===== src/rtl/fifo_uart_tx_if.sv =====
// ---------------------------------------------------------------------------
// fifo_uart_tx_if
// Read-port bundle between the 8-entry byte FIFO and its UART drain engine.
//
//   fifo_empty  FIFO -> engine   FIFO empty flag
//   fifo_wr_en  FIFO -> engine   copy of the FIFO write enable (a write cycle
//                                blocks the pop, the FIFO ignores rd_en then)
//   fifo_data   FIFO -> engine   registered data_out, valid the cycle after an
//                                accepted rd_en
//   fifo_rd_en  engine -> FIFO   pop request
//
// master: the drain engine. slave: the FIFO read side.
// ---------------------------------------------------------------------------
interface fifo_uart_tx_if;
    logic       fifo_empty;
    logic       fifo_wr_en;
    logic [7:0] fifo_data;
    logic       fifo_rd_en;

    modport master (
        input  fifo_empty,
        input  fifo_wr_en,
        input  fifo_data,
        output fifo_rd_en
    );

    modport slave (
        output fifo_empty,
        output fifo_wr_en,
        output fifo_data,
        input  fifo_rd_en
    );
endinterface


===== src/rtl/fifo_uart_tx.sv =====
// ---------------------------------------------------------------------------
// fifo_uart_tx
// Drains the byte FIFO and sends each byte as an asynchronous UART frame:
// start bit, 8 data bits LSB first, optional parity, 1 or 2 stop bits.
// Every bit lasts exactly CLKS_PER_BIT cycles.
//
// Parameters
//   CLKS_PER_BIT  clock cycles per UART bit (2..65535)
//   PARITY        0 = none, 1 = even, 2 = odd
//   STOP_BITS     1 or 2
//
// Ports
//   i_clk         system clock, rising edge
//   i_rst_n       asynchronous active-low reset
//   i_tx_en       allows new frames to start; a running frame always finishes
//   fifo_rd       FIFO read port (empty, wr_en copy, data_out, rd_en)
//   o_tx          serial line, idle high, registered
//   o_busy        high whenever the engine is not idle, registered
//   o_frame_done  one-cycle pulse on the last cycle of the final stop bit
//
// state  | meaning
// -------+-------------------------------------------------------------
// IDLE   | line high; pops a byte when enabled and the FIFO has one
// FETCH  | one cycle; popped byte appears on fifo_data and is latched
// START  | line low for one bit time
// DATA   | eight data bits, LSB first, shifting out of r_shift
// PARITY | parity bit (only when PARITY != 0)
// STOP   | line high for STOP_BITS bit times, then back to IDLE
// ---------------------------------------------------------------------------
module fifo_uart_tx #(
    parameter int CLKS_PER_BIT = 868,
    parameter int PARITY       = 0,
    parameter int STOP_BITS    = 1
) (
    input  logic           i_clk,
    input  logic           i_rst_n,
    input  logic           i_tx_en,
    fifo_uart_tx_if.master fifo_rd,
    output logic           o_tx,
    output logic           o_busy,
    output logic           o_frame_done
);

    localparam int               CNT_W     = $clog2(CLKS_PER_BIT);
    localparam logic [CNT_W-1:0] CNT_LAST  = CNT_W'(CLKS_PER_BIT - 1);
    localparam logic [2:0]       DATA_LAST = 3'd7;
    localparam logic [2:0]       STOP_LAST = 3'(STOP_BITS - 1);
    localparam logic             PAR_ODD   = (PARITY == 2);

    typedef enum logic [2:0] {
        S_IDLE,
        S_FETCH,
        S_START,
        S_DATA,
        S_PARITY,
        S_STOP
    } state_t;

    state_t           r_state;
    logic             r_tx;
    logic             r_busy;
    logic [7:0]       r_shift;
    logic [CNT_W-1:0] r_cnt;
    logic [2:0]       r_bit_idx;
    logic             r_parity;

    state_t           w_state_nxt;
    logic             w_tx_nxt;
    logic [7:0]       w_shift_nxt;
    logic [CNT_W-1:0] w_cnt_nxt;
    logic [2:0]       w_bit_nxt;
    logic             w_parity_nxt;
    logic             w_bit_end;
    logic             w_rd_en;
    logic             w_parity_fold;

    // Reset gates the pop so a FIFO holding data is never drained while the
    // engine is held in reset. A write cycle defers the pop by one cycle.
    assign w_rd_en = i_rst_n && (r_state == S_IDLE) && i_tx_en &&
                     !fifo_rd.fifo_empty && !fifo_rd.fifo_wr_en;

    assign fifo_rd.fifo_rd_en = w_rd_en;

    assign w_bit_end     = (r_cnt == CNT_LAST);
    // Parity including the bit currently on the line.
    assign w_parity_fold = r_parity ^ r_shift[0];

    always_comb begin
        w_state_nxt  = r_state;
        w_tx_nxt     = 1'b1;
        w_shift_nxt  = r_shift;
        w_cnt_nxt    = r_cnt + CNT_W'(1);
        w_bit_nxt    = r_bit_idx;
        w_parity_nxt = r_parity;

        case (r_state)
            S_IDLE: begin
                w_cnt_nxt = '0;
                w_bit_nxt = '0;
                if (w_rd_en) begin
                    w_state_nxt = S_FETCH;
                end
            end

            S_FETCH: begin
                w_shift_nxt  = fifo_rd.fifo_data;
                w_parity_nxt = 1'b0;
                w_cnt_nxt    = '0;
                w_bit_nxt    = '0;
                w_state_nxt  = S_START;
                w_tx_nxt     = 1'b0;
            end

            S_START: begin
                w_tx_nxt = 1'b0;
                if (w_bit_end) begin
                    w_cnt_nxt   = '0;
                    w_state_nxt = S_DATA;
                    w_tx_nxt    = r_shift[0];
                end
            end

            S_DATA: begin
                w_tx_nxt = r_shift[0];
                if (w_bit_end) begin
                    w_cnt_nxt    = '0;
                    w_shift_nxt  = {1'b0, r_shift[7:1]};
                    w_parity_nxt = w_parity_fold;
                    if (r_bit_idx == DATA_LAST) begin
                        w_bit_nxt = '0;
                        if (PARITY != 0) begin
                            w_state_nxt = S_PARITY;
                            w_tx_nxt    = w_parity_fold ^ PAR_ODD;
                        end else begin
                            w_state_nxt = S_STOP;
                            w_tx_nxt    = 1'b1;
                        end
                    end else begin
                        w_bit_nxt = r_bit_idx + 3'd1;
                        // The next data bit is the one that lands in shift[0].
                        w_tx_nxt  = r_shift[1];
                    end
                end
            end

            S_PARITY: begin
                w_tx_nxt = r_parity ^ PAR_ODD;
                if (w_bit_end) begin
                    w_cnt_nxt   = '0;
                    w_bit_nxt   = '0;
                    w_state_nxt = S_STOP;
                    w_tx_nxt    = 1'b1;
                end
            end

            S_STOP: begin
                w_tx_nxt = 1'b1;
                if (w_bit_end) begin
                    w_cnt_nxt = '0;
                    if (r_bit_idx == STOP_LAST) begin
                        w_bit_nxt   = '0;
                        w_state_nxt = S_IDLE;
                    end else begin
                        w_bit_nxt = r_bit_idx + 3'd1;
                    end
                end
            end

            default: begin
                w_state_nxt = S_IDLE;
                w_cnt_nxt   = '0;
                w_bit_nxt   = '0;
            end
        endcase
    end

    always_ff @(posedge i_clk or negedge i_rst_n) begin
        if (!i_rst_n) begin
            r_state   <= S_IDLE;
            r_tx      <= 1'b1;
            r_busy    <= 1'b0;
            r_shift   <= '0;
            r_cnt     <= '0;
            r_bit_idx <= '0;
            r_parity  <= 1'b0;
        end else begin
            r_state   <= w_state_nxt;
            r_tx      <= w_tx_nxt;
            r_busy    <= (w_state_nxt != S_IDLE);
            r_shift   <= w_shift_nxt;
            r_cnt     <= w_cnt_nxt;
            r_bit_idx <= w_bit_nxt;
            r_parity  <= w_parity_nxt;
        end
    end

    assign o_tx         = r_tx;
    assign o_busy       = r_busy;
    assign o_frame_done = (r_state == S_STOP) && w_bit_end && (r_bit_idx == STOP_LAST);

endmodule


===== src/flat_wrapper.sv =====
// flat-port wrapper written by rule: the top's interface ports become plain ports
module fifo_uart_tx_flat 
#(
    parameter int CLKS_PER_BIT = 868,
    parameter int PARITY       = 0,
    parameter int STOP_BITS    = 1
)
  (i_clk, i_rst_n, i_tx_en, o_tx, o_busy, o_frame_done, fifo_rd_fifo_empty, fifo_rd_fifo_wr_en, fifo_rd_fifo_data, fifo_rd_fifo_rd_en);
  fifo_uart_tx_if fifo_rd_i ();
  input  logic i_clk;
  input  logic i_rst_n;
  input  logic i_tx_en;
  output logic o_tx;
  output logic o_busy;
  output logic o_frame_done;
  input wire logic [$bits(fifo_rd_i.fifo_empty)-1:0] fifo_rd_fifo_empty;
  input wire logic [$bits(fifo_rd_i.fifo_wr_en)-1:0] fifo_rd_fifo_wr_en;
  input wire logic [$bits(fifo_rd_i.fifo_data)-1:0] fifo_rd_fifo_data;
  output wire logic [$bits(fifo_rd_i.fifo_rd_en)-1:0] fifo_rd_fifo_rd_en;
  assign fifo_rd_i.fifo_empty = fifo_rd_fifo_empty;
  assign fifo_rd_i.fifo_wr_en = fifo_rd_fifo_wr_en;
  assign fifo_rd_i.fifo_data = fifo_rd_fifo_data;
  assign fifo_rd_fifo_rd_en = fifo_rd_i.fifo_rd_en;
  fifo_uart_tx #(.CLKS_PER_BIT(CLKS_PER_BIT), .PARITY(PARITY), .STOP_BITS(STOP_BITS)) u_core (.i_clk(i_clk), .i_rst_n(i_rst_n), .i_tx_en(i_tx_en), .fifo_rd(fifo_rd_i), .o_tx(o_tx), .o_busy(o_busy), .o_frame_done(o_frame_done));
endmodule

===== config.mk =====
export PLATFORM = sky130hd
export DESIGN_NAME = fifo_uart_tx_flat
export DESIGN_NICKNAME = d
export VERILOG_FILES = /design/src/rtl/fifo_uart_tx_if.sv /design/src/rtl/fifo_uart_tx.sv /design/src/flat_wrapper.sv
export SDC_FILE = /design/constraint.sdc
export NUM_CORES = 1
export LEC_CHECK = 0
export CAP_MARGIN = 20
export CELL_PAD_IN_SITES_DETAIL_PLACEMENT = 0
export CELL_PAD_IN_SITES_GLOBAL_PLACEMENT = 1
export CORE_MARGIN = 8
export CORE_UTILIZATION = 40
export CTS_CLUSTER_DIAMETER = 200
export DETAILED_ROUTE_END_ITERATION = 16
export PLACE_DENSITY = 0.73
export RECOVER_POWER = 100
export SYNTH_ARGS = -nofsm -noshare
export SYNTH_HDL_FRONTEND = slang
export SYNTH_SLANG_ARGS = --single-unit

===== constraint.sdc =====
create_clock -name i_clk -period 3.3 [get_ports i_clk]
set_input_delay 0.66 -clock i_clk [delete_from_list [all_inputs] [get_ports i_clk]]
set_output_delay 0.66 -clock i_clk [all_outputs]
set_load 0.03 [all_outputs]

* Yosys cells after proc, flatten, opt, wreduce, memory -nomap -nowiden
Cells that the tools add are included.
** Cells by class
- Add/sub/neg operators :: 2
- Eq/ne operators :: 10
- Mux-type cells :: 25
- Bitwise logic cells :: 2
- Reductions and logical operators :: 15
** Operators by type and width (number)
- $mux 3 :: 12
- $mux 10 :: 2
- $pmux 3 s6 :: 1
- $pmux 8 s2 :: 1
- $pmux 3 s4 :: 1
- $add 10x1->10 const B :: 1
- $eq 10x10->1 const B :: 1
- $eq 3x3->1 const B :: 3
- $mux 8 :: 1
- $eq 3x2->1 const B :: 2
- $logic_and 1x1->1 :: 6
- $logic_not 3->1 :: 2
- $ne 2x1->1 const B :: 3
- $mux 1 :: 5
- $pmux 1 s4 :: 1
- $reduce_and 4->1 :: 1
- $reduce_or 4->1 :: 1
- $add 3x1->3 const B :: 1
- $eq 3x1->1 const B :: 1
- $reduce_bool 3->1 :: 1
- $logic_not 1->1 :: 2
- $pmux 1 s2 :: 1
- $reduce_and 2->1 :: 1
- $reduce_bool 2->1 :: 1
- other kinds (2) :: 2
** Word-level totals
- Bits in registers :: 27
- Output and inout port bits :: 4
- Logic and storage cells :: 61

* Logic depth before layout (Yosys ltp)
Gate-level depths: netlist of the first run.
- Depth after elaboration :: 8
- Mapped depth :: 6

* Worst setup path after synthesis of the first run
Ideal clock, no wire load.
- Path kind :: reg2out
- Start point :: register u_core.r_cnt[0]
- End point :: output port o_frame_done
- Arrival :: 1.441 ns
- Required time :: 2.640 ns
- Slack :: 1.199 ns
- Stages on the path, launching flop included :: 5
- Cells stage by stage :: dfrtp_1 ha_1 nor3b_4 nand4_1 nor2_1
** On the way
- Word-level cells in the longest chain between the ends :: 3
** Ends and longest elaborated chain
- from (decl) :: RTL line fifo_uart_tx.sv:63 : logic [CNT_W-1:0] r_cnt;
- from (signal assigned) :: RTL line fifo_uart_tx.sv:191 : r_cnt <= w_cnt_nxt;
- $eq 10x10->1 :: RTL line fifo_uart_tx.sv:84 : assign w_bit_end = (r_cnt == CNT_LAST);
- $logic_and 1x1->1 (2 in series) :: RTL line fifo_uart_tx.sv:199 : assign o_frame_done = (r_state == S_STOP) && w_bit_end && (r_bit_idx == STOP_LAST);
- to (decl) :: RTL line flat_wrapper.sv:15 : output logic o_frame_done;
No other way between the ends.

* Final worst setup path of the first run
Ends and elaborated chain as after synthesis.

==> metrics.txt, run 1 <==
clk_skew around 8.6 ps; via/cell ratio 5.52; Worst setup SP type flip-flop; final hold viol count 0; Placement Cell Area 1730 sq um; post-cts hold buffer count 0; Reg2Reg Depth 5; mean post-synth cell area between 10 and 15 sq um; critical path fanouts, max 6; Pwr per Cell Area approximately 320 nW/um^2; filler instances between 300 and 400; Setup Fix Bufs, Post-CTS 0; core area between 3000 and 4000 sq um; internal reg-to-reg setup slack between 1000 and 1500 ps; All-Layer GR Usage between 10 and 15%; area of the multi-input gates approximately 770 sq um; DRT antenna net count 0; vias ~1.1k; commonest non-fill, non-tap cells in the layout dfrtp_1 (26), nor2_1 (17), clkdlybuf4s50_1 (11); Site Rows 22; max_cap viols 0; CTS tree built; vias in the first global route roughly 1.2k; # diodes 0; Die Y just under 80 um; Crit Path Class flip-flop to primary output; syn nets between 150 and 200; total gr overflow 0; unrepaired setup endpoints after global routing false; Final Cycle Share just under 90%; Design Power ~0.00056 W; hold path startpoint u_core.r_shift[4]; required time of the worst setup path ~2600 ps; hold path endpoint u_core.r_shift[4]; Seq/Total Area, Yosys 43.7%; outcome complete, no violations; IO Count 17; Reg area 677 sq um; initial antenna violation count 0; H-tree Lvls 1; die area 6120 sq um; Hold Crit Class flip-flop to flip-flop; Design Area, Final about 1700 sq um; synthesized flop and latch total 27; Inserted Clock Buffers 3; Post-Syn Area between 1500 and 2000 sq um; post-synthesis cell type count 43; clk root buf clkbuf_8; DRT Wirelength 3.16 mm; Synth Instances 146; layout cells sized above 1 about a tenth; most common cell after layout, fill and taps aside dfrtp_1; wire per inst about 15 um; initial core utilization 42.0%; CP Capture Type primary output; Final Setup Violations 0; global-route wire length before repair ~5.7 mm; Syn-to-layout area delta 11.8%; Total Neg Setup Slack 0 ps; Peak VDD IR ~0.00018 V; Pins Over Slew Limit 0; nets 179; Crit path arrival time around 2200 ps; Max-slew headroom 3.38%; worst-margin pin slew 1450 ps; CTS Sinks 27; largest net degree at the start of global routing 28; worst hold path stage count 1; Post-CTS Resized 0; Leak about 0.74 nW; Skew-Pair Late Insertion Delay between 200 and 300 ps; Max clock buf depth 2; Final Wtd Congestion just under 0.8; min cycle time layout between 2000 and 3000 ps; Worst-path clk slew around 90 ps; fmax 0.348 GHz; drt drc 0; Reg-to-Reg Start u_core.r_cnt[0]; DP HPWL between 2 and 2.5 mm; Starting DRT DRC Count slightly below 70; synth warn 0; worst hold margin just under 500 ps; Die Wd ~80 um; I/O Buffers 16; 1st-pass router iterations 4; reg-to-reg critical path endpoint u_core.r_shift[0]
==> routing by layer <==
metal	share of wire (%)	GRT usage, %
met1	45	13.9
met2	49	18.5
met3	3.9	2.51
met4	1.4	4.07
met5	0	0
==> stage by stage <==
step	utilization (%)	worst slack, ps	instances
CTS	48.2	405	208
global placement	47.0	773	204
global route	46.9	260	208
finish	46.9	425	208
detailed placement	47.0	715	204
floorplan	-	1200	146
==> logic make-up after synthesis <==
family	count (synthesis)	share of synthesized area [%]
DFF	27	43.7
AOI/OAI and AO/OA	21	8.97
adders and majority gates	5	4.04
and+or+nand+nor	55	20.6
buffers and inverters	13	4.28
xor gates and xnor gates	8	4.52
muxes	17	13.9
==> registers in the layout, summed over array words and instances, names as in the netlist <==
register          count
u_core.r_cnt         10
u_core.r_shift        8
u_core.r_bit_idx      3
u_core.r_state        3
u_core.o_busy         1
u_core.o_tx           1
u_core.r_parity       1
==> synth_stat cells, drive strengths merged <==
library cell | n | area (sq um)
nand2 | 6 | 22.5
o21ai | 3 | 15.0
a21oi | 6 | 30.0
nor4 | 1 | 6.26
and3b | 1 | 8.76
and3 | 4 | 27.5
and2 | 2 | 12.5
buf | 3 | 27.5
dfrtp | 26 | 651
a22o | 1 | 8.76
nand4 | 4 | 25.0
a31oi | 1 | 6.26
o221ai | 1 | 8.76
xnor2 | 1 | 8.76
nor2 | 17 | 63.8
and4 | 1 | 8.76
clkbuf | 5 | 20.0
a41oi | 3 | 26.3
or4 | 1 | 7.51
nor3 | 1 | 5.00
xor2 | 7 | 61.3
mux2 | 15 | 195
o22ai | 3 | 18.8
mux2i | 2 | 20.0
nor2b | 2 | 12.5
a21o | 2 | 15.0
ha | 5 | 62.6
or3 | 1 | 6.26
inv | 5 | 18.8
nand3b | 1 | 7.51
and4bb | 1 | 12.5
a32o | 1 | 10.0
nand3 | 7 | 47.6
dfstp | 1 | 26.3
nand2b | 3 | 18.8
nor3b | 2 | 26.3
==> power by group <==
part           leakage, nW  internal, W  switching (W)   total, W
logic                0.387    0.0000188      0.0000112  0.0000300
registers            0.335     0.000336     0.00000335   0.000339
clock network       0.0228    0.0000866       0.000106   0.000192
total                0.745     0.000441       0.000120   0.000561
==> critical path: stages (launching register included) <==
cell           delay (ps)
dfrtp_1               400
ha_1                  220
nor3b_4               300
nand4_1               160
nor2_1                120
dlygate4sd3_1         740
==> how the worst max path moves through the flow <==
stage | startpoint | endpoint | slack, ps | depth (start not counted)
final | u_core.r_cnt[0] | o_frame_done | 430 | 5
after global routing | u_core.r_cnt[0] | o_frame_done | 260 | 5
after CTS | u_core.r_cnt[0] | o_frame_done | 410 | 5
after detailed placement | u_core.r_cnt[0] | o_frame_done | 710 | 5
after global placement | u_core.r_cnt[0] | o_frame_done | 770 | 5
after floorplan | u_core.r_cnt[0] | o_frame_done | 1200 | 4
==> final cells by class <==
type / count / area share (%)
Timing Repair Buffer: 18 / 9.54
Multi-Input combinational cell: 106 / 44.2
Tap cell: 48 / 3.47
Inverter: 5 / 1.08
Clock buffer: 4 / 2.60
Sequential cell: 27 / 39.1
(Power assumes the default switching activity.)
==> run 2, diff against run 1 <==
--- a/config.mk
+++ b/config.mk
@@ -10,10 +10,10 @@
 export CELL_PAD_IN_SITES_GLOBAL_PLACEMENT = 1
 export CORE_MARGIN = 8
 export CORE_UTILIZATION = 40
+export CTS_BUF_LIST = sky130_fd_sc_hd__clkbuf_8
 export CTS_CLUSTER_DIAMETER = 200
 export DETAILED_ROUTE_END_ITERATION = 16
 export PLACE_DENSITY = 0.73
-export RECOVER_POWER = 100
 export SYNTH_ARGS = -nofsm -noshare
 export SYNTH_HDL_FRONTEND = slang
 export SYNTH_SLANG_ARGS = --single-unit
==> run 2 against run 1 <==
Compared with the run above: sequential share of layout area decreased by 1.0 points; power increased by 0.37%; sequential power about the same; die area unchanged; clock-buffer cell count decreased by 1; core utilization increased by 1.3 points; largest cell class unchanged; worst hold slack improved by 1.4 ps; maximum frequency decreased by 0.16%; critical path type unchanged.
==> metrics.txt, run 2 (same netlist as run 1, synthesis figures left out) <==
Syn-to-layout area delta 14.9%; initial antenna violation count 0 (unchanged); commonest non-fill, non-tap cells in the layout dfrtp_1 (26), nor2_1 (17), clkdlybuf4s50_1 (15); Setup Fix Bufs, Post-CTS 0 (unchanged); Total Neg Setup Slack 0 ps (unchanged); Placement Cell Area 1730 sq um (unchanged); crit path cell chain ha_1 > nor3b_4 > nand4_1 > nor2_1 > clkdlybuf4s50_1; global-route wire length before repair 5.71 mm (unchanged); via/cell ratio 5.57 (+0.78%); max reg flops 10 (unchanged); final hold viol count 0 (unchanged); Design Area, Final 1780 sq um (+2.7%); Worst-path clk slew 90 ps (about the same); slowest CP cell clkdlybuf4s50_1; Worst path max stage delay 670 ps (-70 ps); worst-margin pin slew 478 ps (-971 ps); DRT antenna net count 0 (unchanged); most common cell after layout, fill and taps aside dfrtp_1; Site Rows 22 (unchanged); clock share of power 33.7% (-0.6 points); worst hold margin 499 ps (+1.39 ps); Final Wtd Congestion 0.782 (unchanged); Inserted Clock Buffers 3 (unchanged); drt drc 0 (unchanged); Int Power 0.000442 W (+0.26%); H-tree Lvls 1 (unchanged); Peak VDD IR 0.000182 V (-1.1%); Skew-Pair Late Insertion Delay 270 ps (about the same); DP HPWL 2.25 mm (unchanged); Die Wd 78.2 um (unchanged); nets 179 (unchanged); All-Layer GR Usage 11.2% (unchanged); CTS Sinks 27 (unchanged); sequential group share of total power 60.2% (-0.2 points); Pins Over Slew Limit 0 (unchanged); vias 1158 (+0.78%); outcome complete, no violations; IO Count 17 (unchanged); CTS tree built; required time of the worst setup path 2640 ps (about the same); DRT Wirelength 3.19 mm (+0.82%); Top reg by flops u_core.r_cnt; largest registers u_core.r_cnt x10, u_core.r_shift x8; Combinational Power Share 6.1% (+0.8 points); Hold Crit Class flip-flop to flip-flop; sw power 0.000121 W (+0.78%); fmax 0.347 GHz (-0.16%); vias in the first global route 1228 (unchanged); max_cap viols 0 (unchanged); critical path fanouts, max 6 (unchanged); Post-CTS Resized 0 (unchanged); die area 6120 sq um (unchanged); Die Y 78.2 um (unchanged); Worst setup SP type flip-flop; Crit path arrival time 2220 ps (about the same); min cycle time layout 2880 ps (+4.60 ps); Starting DRT DRC Count 88 (+29%); post-cts hold buffer count 0 (unchanged); worst setup margin 421 ps (-4.60 ps); Post-Place Worst Slack 715 ps (unchanged); clk_skew 5.01 ps (-3.60 ps); # diodes 0 (unchanged); Final Setup Violations 0 (unchanged); largest net degree at the start of global routing 28 (unchanged); 1st-pass router iterations 4 (unchanged); switching fraction of total power 21.5% (+0.088 points); wire per inst 15.3 um (+0.82%); Final Cycle Share 87.2% (+0.14 points); unrepaired setup endpoints after global routing false; CP Capture Type primary output; total gr overflow 0 (unchanged); Pwr per Cell Area 317 nW/um^2 (-2.3%); Max-slew headroom 68.1% (+65 points); clk root buf clkbuf_8; layout cells sized above 1 16.9% (+6.9 points); Leak 0.790 nW (+6.1%); I/O Buffers 16 (unchanged); Max clock buf depth 2 (unchanged); Crit Path Class flip-flop to primary output; initial core utilization 42.0% (unchanged); core area 3690 sq um (unchanged)
## run 2: final cells by class
class | count | area, sq um
fillers | 381 | 1910
inverters | 5 | 18.8
multi-input cells | 106 | 806
flip-flops and latches | 27 | 677
repair buffers | 18 | 173
well taps | 48 | 60.1
clock buffers | 3 | 41.3
clock inverters | 1 | 3.75
## run 2: worst max-delay path, delay by kind of cell, from the launching register on
| family | cells | cell delay, ps |
|---|---|---|
| buffers and inverters | 1 | 670 |
| AND/OR/NAND/NOR | 3 | 650 |
| adder cells (fa/ha/maj) | 1 | 220 |
| flip-flops | 1 | 400 |
## run 2: worst paths after layout
kind                                     end  slack (ps)  cells past startpoint            start
max                             o_frame_done         420                      5  u_core.r_cnt[0]
min                          u_core.r_cnt[0]         500                      1  u_core.r_cnt[0]
max reg2reg                u_core.r_shift[3]        1370                      5  u_core.r_cnt[0]
min reg2reg                  u_core.r_cnt[0]         500                      1  u_core.r_cnt[0]
max in group asynchronous        u_core.o_tx        2210                      2          i_rst_n
min in group asynchronous      u_core.o_busy         790                      2          i_rst_n
## run 2: layer usage
metal / GRT usage, % / part of all wire (%)
met1: 13.9 / 47
met2: 18.5 / 49
met3: 2.51 / 3.2
met4: 4.07 / 1.3
met5: 0 / 0
## run 2: power groups by stage
stage | Clock (W) | Sequential [W] | Combinational [W]
after CTS | 0.000194 | 0.000339 | 0.0000355
after floorplan | 0 | 0.000344 | 0.0000122
after global placement | 0 | 0.000345 | 0.0000341
after detailed placement | 0 | 0.000346 | 0.0000353
after global routing | 0.000202 | 0.000340 | 0.0000383
final | 0.000190 | 0.000339 | 0.0000345
## run 2: through the flow
stage          cells  power (W)  utilization, %
5_1_grt          208   0.000580            48.2
2_1_floorplan    146   0.000357               -
4_1_cts          208   0.000568            48.2
6_report         208   0.000563            48.2
3_5_place_dp     204   0.000381            47.0
3_3_place_gp     204   0.000380            47.0
